`config.mk`:
```
export PLATFORM = sky130hd
export DESIGN_NAME = vga_frame_commit
export DESIGN_NICKNAME = d
export VERILOG_FILES = /design/src/rtl/vga_frame_commit.sv
export SDC_FILE = /design/constraint.sdc
export NUM_CORES = 1
export LEC_CHECK = 0
export ABC_AREA = 0
export BUFFER_PORTS_ARGS = -buffer_cell sky130_fd_sc_hd__buf_2
export CORE_AREA = 2 2 202 204
export DETAILED_ROUTE_END_ITERATION = 8
export DIE_AREA = 0 0 204 206
export PLACE_DENSITY_LB_ADDON = 0.05
export SYNTH_ARGS = -nofsm -noshare
export SYNTH_HDL_FRONTEND = slang
export SYNTH_SLANG_ARGS = --single-unit
```
`constraint.sdc`:
```
create_clock -name clk -period 13 [get_ports clk]
set_input_delay 1.3 -clock clk [delete_from_list [all_inputs] [get_ports clk]]
set_output_delay 1.3 -clock clk [all_outputs]
set_load 0.005 [all_outputs]
```
`src/rtl/vga_frame_commit.sv`:
```
// Frame-synchronous commit of staged board/cursor/flag data into the VGA shadow registers.
// Defining CURSOR_BLINK_EN builds the blink counter that gates the cursor outputs.
module vga_frame_commit #(
    parameter int BLINK_FRAMES = 15,
    parameter int FRAME_CNT_W  = 16
) (
    input  logic                   clk,
    input  logic                   rst,
    input  logic                   vsync,
    input  logic                   update_req,
    input  logic [4:0][4:0][1:0]   matriz_barcos_in,
    input  logic [4:0][4:0][1:0]   matriz_golpes_in,
    input  logic [4:0][4:0][1:0]   matriz_disparos_in,
    input  logic [4:0][4:0][1:0]   matriz_posicion_jugador_colocar_in,
    input  logic [4:0][4:0][1:0]   matriz_posicion_jugador_atacar_in,
    input  logic                   display_win_in,
    input  logic                   display_lose_in,
    output logic                   update_ack,
    output logic                   busy,
    output logic [4:0][4:0][1:0]   matriz_barcos,
    output logic [4:0][4:0][1:0]   matriz_golpes,
    output logic [4:0][4:0][1:0]   matriz_disparos,
    output logic [4:0][4:0][1:0]   matriz_posicion_jugador_colocar,
    output logic [4:0][4:0][1:0]   matriz_posicion_jugador_atacar,
    output logic                   display_win,
    output logic                   display_lose,
    output logic [FRAME_CNT_W-1:0] frame_count
);
    typedef enum logic [1:0] {IDLE, PENDING, COMMIT, ACK} state_t;

    state_t                 state_q;
    logic                   reqMeta_q;
    logic                   reqSync_q;
    logic                   vsync_q;
    logic                   frameTick;
    logic [FRAME_CNT_W-1:0] frameCount_q;
    logic [FRAME_CNT_W-1:0] frameCount_d;
    logic [4:0][4:0][1:0]   barcos_q;
    logic [4:0][4:0][1:0]   golpes_q;
    logic [4:0][4:0][1:0]   disparos_q;
    logic [4:0][4:0][1:0]   colocar_q;
    logic [4:0][4:0][1:0]   atacar_q;
    logic                   win_q;
    logic                   lose_q;
    logic                   ack_q;
    logic                   busy_q;

    assign frameTick    = vsync_q & ~vsync;
    assign frameCount_d = frameTick ? frameCount_q + 1'b1 : frameCount_q;

    // update_req comes from the game clock domain, so it is double-flopped before use.
    always_ff @(posedge clk or posedge rst) begin
        if (rst) begin
            reqMeta_q    <= 1'b0;
            reqSync_q    <= 1'b0;
            vsync_q      <= 1'b1;
            frameCount_q <= '0;
        end else begin
            reqMeta_q    <= update_req;
            reqSync_q    <= reqMeta_q;
            vsync_q      <= vsync;
            frameCount_q <= frameCount_d;
        end
    end

    // Shadows load on the edge entering COMMIT, so they are visible during the one COMMIT cycle.
    always_ff @(posedge clk or posedge rst) begin
        if (rst) begin
            state_q    <= IDLE;
            ack_q      <= 1'b0;
            busy_q     <= 1'b0;
            barcos_q   <= '0;
            golpes_q   <= '0;
            disparos_q <= '0;
            colocar_q  <= '0;
            atacar_q   <= '0;
            win_q      <= 1'b0;
            lose_q     <= 1'b0;
        end else begin
            case (state_q)
                IDLE: begin
                    if (reqSync_q) begin
                        state_q <= PENDING;
                        busy_q  <= 1'b1;
                    end
                end
                PENDING: begin
                    if (!reqSync_q) begin
                        state_q <= IDLE;
                        busy_q  <= 1'b0;
                    end else if (frameTick) begin
                        state_q    <= COMMIT;
                        barcos_q   <= matriz_barcos_in;
                        golpes_q   <= matriz_golpes_in;
                        disparos_q <= matriz_disparos_in;
                        colocar_q  <= matriz_posicion_jugador_colocar_in;
                        atacar_q   <= matriz_posicion_jugador_atacar_in;
                        win_q      <= display_win_in & ~display_lose_in;
                        lose_q     <= display_lose_in;
                    end
                end
                COMMIT: begin
                    state_q <= ACK;
                    ack_q   <= 1'b1;
                end
                ACK: begin
                    if (!reqSync_q) begin
                        state_q <= IDLE;
                        ack_q   <= 1'b0;
                        busy_q  <= 1'b0;
                    end
                end
                default: begin
                    state_q <= IDLE;
                    ack_q   <= 1'b0;
                    busy_q  <= 1'b0;
                end
            endcase
        end
    end

    assign update_ack      = ack_q;
    assign busy            = busy_q;
    assign matriz_barcos   = barcos_q;
    assign matriz_golpes   = golpes_q;
    assign matriz_disparos = disparos_q;
    assign display_win     = win_q;
    assign display_lose    = lose_q;
    assign frame_count     = frameCount_q;

`ifdef CURSOR_BLINK_EN
    localparam int BLINK_W = (BLINK_FRAMES > 1) ? $clog2(BLINK_FRAMES) : 1;

    logic [BLINK_W-1:0] blinkCnt_q;
    logic               blinkPhase_q;

    // Phase starts visible and flips each time the counter wraps.
    always_ff @(posedge clk or posedge rst) begin
        if (rst) begin
            blinkCnt_q   <= '0;
            blinkPhase_q <= 1'b1;
        end else if (frameTick) begin
            if (blinkCnt_q == BLINK_W'(BLINK_FRAMES - 1)) begin
                blinkCnt_q   <= '0;
                blinkPhase_q <= ~blinkPhase_q;
            end else begin
                blinkCnt_q <= blinkCnt_q + 1'b1;
            end
        end
    end

    assign matriz_posicion_jugador_colocar = blinkPhase_q ? colocar_q : '0;
    assign matriz_posicion_jugador_atacar  = blinkPhase_q ? atacar_q  : '0;
`else
    assign matriz_posicion_jugador_colocar = colocar_q;
    assign matriz_posicion_jugador_atacar  = atacar_q;
`endif

endmodule

```
==> results.tsv <==
metric	value	unit
status	completed	
Final HPWL DP	24000	um
Top delay family on crit path	buffers and inverters	
worst path cell trace	buf_2 -> nor2b_4 -> nand3_4 -> buf_4 -> buf_4 -> mux2_2	
Final ANT Viol Nets	0	
CP max stage delay	0.77	ns
post-synthesis xor/xnor area fraction	0.0119	
DR WL/cell	19.3	um
die height	206	um
flops & latches, synth	275	
reg2reg end	matriz_disparos[7]$_DFFE_PP0P_	
detailed-router iteration count before antenna repair	4	
post-CTS setup buffer count	0	
synth unique cells	26	
CP max-delay cell	buf_4	
Hold Path Depth	0	
CP endpoint kind	register	
Tightest Hold Check Type	reg2reg	
post-synthesis cell type with the largest combined area	dfrtp_1	
Hold Crit Endpoint	reqSync_q$_DFF_PP0_	
busiest grt layer	met2	
Routed WL	33100	um
post-route worst setup slack	9.58	ns
# IOs	526	
fmax	0.293	GHz
Max FO, Critical Path	45	
Finished Core Util	0.380	
required time of the critical path	13.41	ns
Residual DRC	0	
Setup CP Type	in2reg	
share of the synthesized area in the top cell type	0.622	
Startpoint Class	input port	
row count	74	
reg2reg start	reqSync_q$_DFF_PP0_	
mux cell area share after synthesis	0.313	
Tot GR Track Use	0.153	
vias in the first global route	7322	
Slew Limit Headroom	0.181	
syn_area_per_cell	17.9	um2
Vias	7052	
maximum VDD drop	0.000116	V
CP Buf/Inv Count	3	
Max Cap Viol	0	
Setup TNS	0	ns
Total Nets Final	1412	
clk root buf	clkbuf_16	
GRT met2 Usage	0.249	
first-pass GRT wire length	47700	um
register area share after synthesis	0.624	
share of layout cells above drive strength 1	0.710	
slew at the pin with the worst max-slew slack	1.23	ns
Synth Area in Compound Gates	0.00272	
Final Hold Viols	0	
RSZ-0062 raised after global routing	false	
R2R setup slack	9.93	ns
clk sink count	275	
Die W	204	um
met3 Usage GRT	0.0692	
Worst R2R Path Depth	5	
total congestion overflow	0	
Via density	4.11	
largest family of logic cells by synthesized area	multiplexers	
GR Util met1	0.176	
worst slack at placement	9.00	ns
synth top area cells	dfrtp_1, mux2_4, mux2_2	
Syn Inst Count	616	
Adder-Cell Fraction of Synth Area	0.00113	
YS warnings	0	
Post-Syn Nets	873	
Pleak	0.00822	uW
Worst-Skew Late Latency	0.53	ns
hold_sp	reqMeta_q$_DFF_PP0_	
CTS hold repair buffers	0	
Final period util	0.263	
die area	42000	um2
Pwr Density	240	nW/um2
Worst Path Arrival	3.82	ns
commonest non-fill, non-tap cell in the layout	buf_2	
Final setup viols	0	
Synth Area in Simple Gates	0.0179	
Reg clk slew, reported paths	0.06	ns
area of the core	40200	um2
Longest Clk Path Bufs	3	
largest net degree at the start of global routing	166	
min Tclk post-route	3.42	ns
CTS Buf Count	36	
Routability Congestion	0.752	
most frequent cells in the layout	buf_2, dfrtp_1, mux2_4	
Worst Clk Skew	0.0149	ns
H-tree Lvls	2	
Synth-to-Final Area Change	38.4	%
post_cts resized	0	
CTS tree	done	
max-slew violations	0	
starting density of the core	0.274	
cell mode on critical path	buf_4	
synthesized area	11000	um2
number of antenna violations at the first check in global routing	9	
number of port buffers	525	
Iteration-0 DRC Markers	303	
==> state kept, by name, summed over array words and instances (netlist names), named ones only <==
name	cells
state_q	1
busy	1
matriz_disparos	50
update_ack	1
reqSync_q	1
display_lose	1
matriz_golpes	50
matriz_barcos	50
frame_count	16
display_win	1
reqMeta_q	1
matriz_posicion_jugador_atacar	50
matriz_posicion_jugador_colocar	50
vsync_q	1
==> cell usage after synthesis, drive strengths merged <==
cell      n
ha        1
and2b     1
nor2b     2
inv       3
dfstp     1
nand3     6
nand4b    1
buf      28
a21oi     2
xor2      5
o21ai     4
nand2b    2
dfrtp   274
nor3      2
nand4     4
mux2    251
nor2      6
xnor2    10
nand2    11
or2       1
and4      1
==> metal layers <==
layer  wire length [um]  vias to the layer above
met2              16100                      297
met3               3400                       61
met1              12700                     3447
met5                 73                        -
met4                805                       12
li1                   -                     3235
==> layout make-up <==
| class | count | area (um2) |
|---|---|---|
| Sequential cell | 275 | 6880 |
| Clock inverter | 12 | 135 |
| Clock buffer | 52 | 1030 |
| Timing Repair Buffer | 529 | 2680 |
| Inverter | 3 | 18.8 |
| Multi-Input combinational cell | 310 | 3840 |
| Antenna cell | 3 | 7.51 |
| Tap cell | 532 | 666 |
| Fill cell | 3983 | 24900 |
==> logic make-up after synthesis <==
family	count (synthesis)
AND/OR/NAND/NOR	37
adder cells (fa/ha/maj)	1
buffers and inverters	31
XOR/XNOR	15
AO/OA/AOI/OAI	6
flip-flops	275
multiplexers	251
==> worst reg2reg max path: cells and delay by family, from the launching register on <==
family        cells  cell delay [ns]
flops             1             0.41
buf+inv           2             1.48
mux               1             0.42
simple gates      2             0.65
==> through the flow <==
step,cells,hold WS (ns),cell area [um2],power (uW)
2_1_floorplan,616,0.331,11000,2080
3_3_place_gp,1649,0.333,14100,2720
3_5_place_dp,1649,0.339,14100,2720
4_1_cts,1713,0.365,15300,3750
5_1_grt,1714,0.373,15300,3900
6_report,1716,0.361,15300,3660
==> power breakdown <==
group | internal, uW | switching [uW] | total (uW)
Sequential | 1260 | 217 | 1480
Combinational | 747 | 452 | 1200
Clock | 610 | 373 | 982
==> worst max-delay path by stage <==
stage                     start                         endpoint  slack [ns]  depth (start not counted)
final                     vsync   matriz_disparos[7]$_DFFE_PP0P_        9.58                          6
after CTS                 vsync   matriz_disparos[7]$_DFFE_PP0P_        9.57                          6
after detailed placement  vsync   matriz_disparos[7]$_DFFE_PP0P_        9.00                          6
after floorplan             rst       asynchronous set/reset pin        4.12                          1
after global routing      vsync   matriz_disparos[7]$_DFFE_PP0P_        9.43                          6
after global placement    vsync  matriz_disparos[21]$_DFFE_PP0P_        9.01                          6
(Power assumes the default switching activity.)
